==> src/rtl/ws2812_pkg.sv <==
// Shared types and elaboration-time helpers for the WS2812 chain driver.
// Converts nanosecond/microsecond timings into whole clock cycles.
package ws2812_pkg;

  typedef enum logic [2:0] {
    ST_IDLE,
    ST_LOAD,
    ST_HIGH,
    ST_LOW,
    ST_LATCH
  } state_e;

  localparam int ORDER_GRB = 0;
  localparam int ORDER_RGB = 1;

  // Whole-MHz clock rate is used deliberately so every timing truncates the same way.
  function automatic int cyc_from_ns(input int clk_fre, input int ns);
    int c;
    c = (clk_fre / 1_000_000) * ns / 1000;
    return (c < 1) ? 1 : c;
  endfunction

  function automatic int cyc_from_us(input int clk_fre, input int us);
    return (clk_fre / 1_000_000) * us;
  endfunction

  // Colour RAM holds {R,G,B}; the wire order is chosen at elaboration.
  function automatic logic [23:0] reorder(input logic [23:0] c, input int order);
    case (order)
      ORDER_RGB: return c;
      ORDER_GRB: return {c[15:8], c[23:16], c[7:0]};
      default:   return {c[15:8], c[23:16], c[7:0]};
    endcase
  endfunction

endpackage

==> src/rtl/ws2812_color_ram.sv <==
// Per-LED colour storage: synchronous write, one-cycle registered read.
// Contents survive reset; entries never written read back as zero.
module ws2812_color_ram #(
  parameter int DEPTH  = 8,
  parameter int DATA_W = 24,
  parameter int ADDR_W = 3
) (
  input  logic              clk,
  input  logic              wr_en,
  input  logic [ADDR_W-1:0] wr_addr,
  input  logic [DATA_W-1:0] wr_data,
  input  logic [ADDR_W-1:0] rd_addr,
  output logic [DATA_W-1:0] rd_data
);

  logic [DATA_W-1:0] mem_q [DEPTH] = '{default: '0};
  logic [DATA_W-1:0] rd_q = '0;

  always_ff @(posedge clk) begin
    if (wr_en) mem_q[wr_addr] <= wr_data;
    rd_q <= mem_q[rd_addr];
  end

  assign rd_data = rd_q;

endmodule

==> src/rtl/ws2812_chain.sv <==
// WS2812 strip driver: streams NUM_LEDS colours from the colour RAM onto one
// registered data line, then holds the line low for the latch period.
module ws2812_chain
  import ws2812_pkg::*;
#(
  parameter int CLK_FRE      = 32_940_000,
  parameter int NUM_LEDS     = 8,
  parameter int T0H_NS       = 400,
  parameter int T0L_NS       = 850,
  parameter int T1H_NS       = 850,
  parameter int T1L_NS       = 400,
  parameter int RESET_US     = 80,
  parameter int COLOR_ORDER  = 0,
  parameter int AUTO_REFRESH = 1,
  parameter int ADDR_W       = $clog2((NUM_LEDS > 2) ? NUM_LEDS : 2)
) (
  input  logic              clk,
  input  logic              reset,
  input  logic              wr_en,
  input  logic [ADDR_W-1:0] wr_addr,
  input  logic [23:0]       wr_color,
  input  logic              update,
  output logic              busy,
  output logic              frame_done,
  output logic              data
);

  localparam int C0H     = cyc_from_ns(CLK_FRE, T0H_NS);
  localparam int C0L     = cyc_from_ns(CLK_FRE, T0L_NS);
  localparam int C1H     = cyc_from_ns(CLK_FRE, T1H_NS);
  localparam int C1L     = cyc_from_ns(CLK_FRE, T1L_NS);
  localparam int LATCH_C = cyc_from_us(CLK_FRE, RESET_US);
  localparam int M01     = (C0H > C0L) ? C0H : C0L;
  localparam int M23     = (C1H > C1L) ? C1H : C1L;
  localparam int M03     = (M01 > M23) ? M01 : M23;
  localparam int CNT_MAX = (M03 > LATCH_C) ? M03 : LATCH_C;
  localparam int CNT_W   = $clog2(CNT_MAX + 1);

  localparam logic [ADDR_W:0]   LEDS_W   = (ADDR_W + 1)'(NUM_LEDS);
  localparam logic [ADDR_W-1:0] LAST_LED = ADDR_W'(NUM_LEDS - 1);

  function automatic logic [CNT_W-1:0] hi_len(input logic b);
    return b ? CNT_W'(C1H - 1) : CNT_W'(C0H - 1);
  endfunction

  function automatic logic [CNT_W-1:0] lo_len(input logic b);
    return b ? CNT_W'(C1L - 1) : CNT_W'(C0L - 1);
  endfunction

  state_e            state_q, state_d;
  logic [CNT_W-1:0]  cnt_q, cnt_d;
  logic [4:0]        bit_q, bit_d;
  logic [ADDR_W-1:0] led_q, led_d;
  logic [23:0]       shift_q, shift_d;
  logic              dirty_q, dirty_d;
  logic              pending_q, pending_d;
  logic              done_d;
  logic              data_q, busy_q, done_q;
  logic              wr_ok, start;
  logic [23:0]       rd_data, word;
  logic [ADDR_W-1:0] rd_addr;

  assign wr_ok = wr_en && ({1'b0, wr_addr} < LEDS_W);

  // Read address runs one LED ahead so the next word is ready at the final LOW cycle.
  assign rd_addr = (state_q == ST_IDLE || state_q == ST_LATCH || led_q == LAST_LED)
                   ? '0 : led_q + 1'b1;

  ws2812_color_ram #(
    .DEPTH (NUM_LEDS),
    .DATA_W(24),
    .ADDR_W(ADDR_W)
  ) u_ram (
    .clk    (clk),
    .wr_en  (wr_ok),
    .wr_addr(wr_addr),
    .wr_data(wr_color),
    .rd_addr(rd_addr),
    .rd_data(rd_data)
  );

  always_comb begin
    state_d   = state_q;
    cnt_d     = cnt_q;
    bit_d     = bit_q;
    led_d     = led_q;
    shift_d   = shift_q;
    pending_d = pending_q;
    dirty_d   = dirty_q || wr_ok;
    done_d    = 1'b0;
    start     = 1'b0;
    word      = reorder(rd_data, COLOR_ORDER);
    case (state_q)
      ST_IDLE: begin
        if (update || pending_q || ((AUTO_REFRESH != 0) && dirty_q)) begin
          start   = 1'b1;
          state_d = ST_LOAD;
          led_d   = '0;
        end
      end
      ST_LOAD: begin
        shift_d = word;
        bit_d   = '0;
        cnt_d   = hi_len(word[23]);
        state_d = ST_HIGH;
      end
      ST_HIGH: begin
        if (cnt_q == '0) begin
          cnt_d   = lo_len(shift_q[23]);
          state_d = ST_LOW;
        end else begin
          cnt_d = cnt_q - 1'b1;
        end
      end
      ST_LOW: begin
        if (cnt_q != '0) begin
          cnt_d = cnt_q - 1'b1;
        end else if (bit_q != 5'd23) begin
          shift_d = {shift_q[22:0], 1'b0};
          bit_d   = bit_q + 1'b1;
          cnt_d   = hi_len(shift_q[22]);
          state_d = ST_HIGH;
        end else if (led_q != LAST_LED) begin
          shift_d = word;
          bit_d   = '0;
          led_d   = led_q + 1'b1;
          cnt_d   = hi_len(word[23]);
          state_d = ST_HIGH;
        end else begin
          cnt_d   = CNT_W'(LATCH_C - 1);
          state_d = ST_LATCH;
        end
      end
      ST_LATCH: begin
        if (cnt_q == '0) begin
          done_d  = 1'b1;
          state_d = ST_IDLE;
        end else begin
          cnt_d = cnt_q - 1'b1;
        end
      end
      default: state_d = ST_IDLE;
    endcase
    if (update && state_q != ST_IDLE) pending_d = 1'b1;
    // A write landing in the start cycle keeps the RAM dirty for the following frame.
    if (start) begin
      pending_d = 1'b0;
      dirty_d   = wr_ok;
    end
  end

  always_ff @(posedge clk or posedge reset) begin
    if (reset) begin
      state_q   <= ST_IDLE;
      cnt_q     <= '0;
      bit_q     <= '0;
      led_q     <= '0;
      dirty_q   <= 1'b1;
      pending_q <= 1'b0;
      data_q    <= 1'b0;
      busy_q    <= 1'b0;
      done_q    <= 1'b0;
    end else begin
      state_q   <= state_d;
      cnt_q     <= cnt_d;
      bit_q     <= bit_d;
      led_q     <= led_d;
      dirty_q   <= dirty_d;
      pending_q <= pending_d;
      data_q    <= (state_d == ST_HIGH);
      busy_q    <= (state_d != ST_IDLE);
      done_q    <= done_d;
    end
  end

  always_ff @(posedge clk) begin
    shift_q <= shift_d;
  end

  assign data       = data_q;
  assign busy       = busy_q;
  assign frame_done = done_q;

endmodule

==> config.mk <==
export PLATFORM = sky130hd
export DESIGN_NAME = ws2812_chain
export DESIGN_NICKNAME = d
export VERILOG_FILES = /design/src/rtl/ws2812_pkg.sv /design/src/rtl/ws2812_color_ram.sv /design/src/rtl/ws2812_chain.sv
export SDC_FILE = /design/constraint.sdc
export NUM_CORES = 1
export LEC_CHECK = 0
export ABC_AREA = 0
export BUFFER_PORTS_ARGS = -buffer_cell sky130_fd_sc_hd__buf_2
export CAP_MARGIN = 30
export CORE_ASPECT_RATIO = 0.7
export CORE_UTILIZATION = 37
export CTS_BUF_LIST = sky130_fd_sc_hd__clkbuf_16
export CTS_CLUSTER_SIZE = 12
export DETAILED_ROUTE_END_ITERATION = 10
export GPL_TIMING_DRIVEN = 0
export PLACE_DENSITY = 0.57
export SLEW_MARGIN = 20
export SYNTH_ARGS = -nofsm -noshare
export SYNTH_HDL_FRONTEND = slang
export SYNTH_HIERARCHICAL = 1
export SYNTH_SLANG_ARGS = --single-unit
==> constraint.sdc <==
create_clock -name clk -period 5.8 [get_ports clk]
set_clock_uncertainty 0.05 [all_clocks]
set_input_delay 0.29 -clock clk [delete_from_list [all_inputs] [get_ports clk]]
set_output_delay 0.29 -clock clk [all_outputs]
set_load 0.02 [all_outputs]
==> flow_summary.ini <==
[timing]
fmax_mhz = 295
layout_min_cycle_time_ns = 3.39
hold_viol = 0
relSlewSlack = 0.337
drv_slew = 0
fin_setup_tns_ns = 0
hold_slack_ns = 0.148
rsz0062_at_grt = no
worst_pin_slew_ns = 0.993
setup_viol_count_final = 0
finalCritPeriodShare = 0.585

[route]
drt-total-wl_um = 22300
avgRoutedWirePerCell_um = 20.9
vias = 5591
drcViolationCount = 0
drt_iter0_drc = 361
drt.antenna.violating_nets = 0
via_per_inst = 5.24
dr.pass1.iters = 5

[floorplanning]
die_height_um = 144
die_w_um = 204
io_pins = 34
core_area_um2 = 27900
num_rows = 51
dieArea_um2 = 29300
start_util = 0.379

[synth]
syn-num-nets = 606
synth_cells = 571
synth_common_cells = edfxtp_1, mux4_2, mux2_2, dfrtp_1, dfxtp_1
yosys_warnings = 6
ys_seq_area_frac = 0.724
synth-edff-count = 216
netlist-cell-type-count = 58
synthArstFlopShare = 0.104
synth_seq_cells = 268
syn_area_per_cell_um2 = 18.5
synth_top_area_frac = 0.612
synth.cell_area_um2 = 10600
synth_largest_area_cell = edfxtp_1
synth_ff_type = edfxtp_1
synthTopCellsByArea = edfxtp_1, mux4_2, dfrtp_1, dfxtp_1, mux2_2
yosysMostFrequentCell = edfxtp_1

[worst_setup_path]
regToRegSetupSlack_ns = 2.41
crit_type = reg2reg
crit_path_max_fanout = 18
cp.required_ns = 5.97
cp-start-kind = register
crit_path_end_kind = register
arrival_ns = 3.56

[final_layout]
final_nets = 711
syn_to_final_growth_pct = 18.8
drive_gt1_frac = 0.293
final_cell_count_no_fill = 1068
nFillCells = 2407
register_area_um2 = 7670
multi_input_comb_area_um2 = 2770
final_util = 0.450
fin_area_um2 = 12600

[cts]
numCtsBuffers = 27
h-tree-depth = 1
postCtsResizedCells = 0
cts_hold_buf = 27
clock_latency_ns = 0.55
cts_tree = yes
cts.sinks = 268
clockRootBuffer = clkbuf_16
cts.clk_slew.worst_paths_ns = 0.06
clock_path_buffers = 3
cts_setup_buffers = 0

[job]
maxCapViolCount = 0

[pwr]
leakagePower_nw = 4.28
vdd_drop_max_uv = 237
pwr_density_cell_nw_per_um2 = 303

[global_routing]
grt_pass1_vias = 5679
grt_max_degree = 29
grt_pass1_wl_um = 34100
antenna_found_initial = 1
groute.usage.overall = 0.158
overflow = 0

[place]
gp_congestion = 0.807
io_buffers = 33
dp.cells = 987
postPlaceCellArea_um2 = 11500
place.detailed.hpwl_um = 14600

[run_status]
status = finished clean

[hold_path]
hold_path.class = in2reg
-- placed cells by master, fill, tap and decap left out, types with 3 or more instances in the layout --
cell type | netlist | layout
clkinv_1 | 0 | 4
a21o_1 | 3 | 3
a31oi_1 | 3 | 3
a311oi_1 | 3 | 3
or3_1 | 4 | 4
inv_1 | 13 | 27
mux2_4 | 15 | 15
a21oi_1 | 9 | 9
buf_4 | 0 | 3
buf_2 | 7 | 40
dfxtp_1 | 24 | 24
nor2_1 | 19 | 13
nand3_1 | 9 | 9
buf_6 | 2 | 6
edfxtp_1 | 216 | 216
nor2b_1 | 4 | 4
mux2_2 | 33 | 33
nand2_1 | 21 | 21
nand2b_1 | 6 | 6
buf_12 | 2 | 4
dlygate4sd3_1 | 0 | 27
dfrtp_1 | 27 | 27
ha_1 | 4 | 4
o31ai_1 | 7 | 7
buf_16 | 0 | 4
mux4_2 | 48 | 48
o21ai_0 | 17 | 17
nand4_1 | 3 | 3
nor4_1 | 4 | 4
nor3_1 | 11 | 9
o311ai_0 | 3 | 3
clkbuf_16 | 0 | 27
nor2_4 | 0 | 6
a211oi_1 | 4 | 4
clkbuf_1 | 15 | 15
-- state kept, by name, summed over array words and instances (netlist names) --
register / cells
led_q: 3
state_q: 3
shift_q: 24
dirty_q: 1
cnt_q: 12
frame_done: 1
u_ram/rd_data: 24
u_ram/mem_q: 192
pending_q: 1
bit_q: 5
data: 1
busy: 1
-- worst paths after layout --
path,from,endpoint,depth (start not counted)
worst max-delay path,cnt_q[1],shift_q[21],9
worst min-delay path,wr_addr[1],u_ram/mem_q[0][23],2
worst max register to register,cnt_q[1],shift_q[21],9
max in group asynchronous,reset,bit_q[3],3
min in group asynchronous,reset,busy,3
worst min register to register,dirty_q,dirty_q,2
-- worst max-delay path, stage by stage, from the launching register on --
cell and delay, ns:
dfrtp_1 0.40, inv_1 0.11, ha_1 0.26, or4b_4 0.53
or4_4 0.53, buf_6 0.16, o21ai_0 0.25, nand2_1 0.19
inv_1 0.34, buf_8 0.24
-- through the flow --
stage | setup WS [ns] | total power [mW]
after floorplan | 2.72 | 2.22
after CTS | 2.07 | 3.87
after detailed placement | 2.11 | 2.27
after global routing | 2.25 | 3.95
final | 2.41 | 3.81
after global placement | 1.04 | 2.26
-- power breakdown --
group	switching, mW	total, mW	internal (mW)
logic	0.0577	0.106	0.0481
clock network	0.689	1.57	0.881
registers	0.0113	2.14	2.13
total	0.758	3.81	3.06
-- metal layers --
layer,vias to the layer above,part of all wire,track usage,routed length (um)
met5,-,0,0,0
met4,0,0.019,0.0373,423
met3,39,0.049,0.0306,1090
met2,151,0.44,0.232,9700
met1,2883,0.50,0.240,11100
li1,2518,-,-,-
-- logic make-up (layout without fill, tap and decap cells) --
group,count (synthesis),count (layout),synth area share
flip-flops,268,268,0.724
multiplexers,98,98,0.160
AND/OR/NAND/NOR,95,95,0.0480
AO/OA/AOI/OAI,66,66,0.0429
buffers and inverters,39,164,0.0191
adder cells (fa/ha/maj),4,4,0.00473
XOR/XNOR,1,1,0.000827
other,0,1,0
-- cell type report --
| cell class | count | share of cell area |
|---|---|---|
| repair buffers | 76 | 0.0541 |
| flip-flops and latches | 268 | 0.609 |
| multi-input cells | 264 | 0.220 |
| inverters | 13 | 0.00388 |
| plain buffers | 26 | 0.0122 |
| well taps | 371 | 0.0369 |
| clock inverters | 22 | 0.00934 |
| diodes | 1 | 0.000199 |
| clock buffers | 27 | 0.0537 |
(Power assumes the default switching activity.)
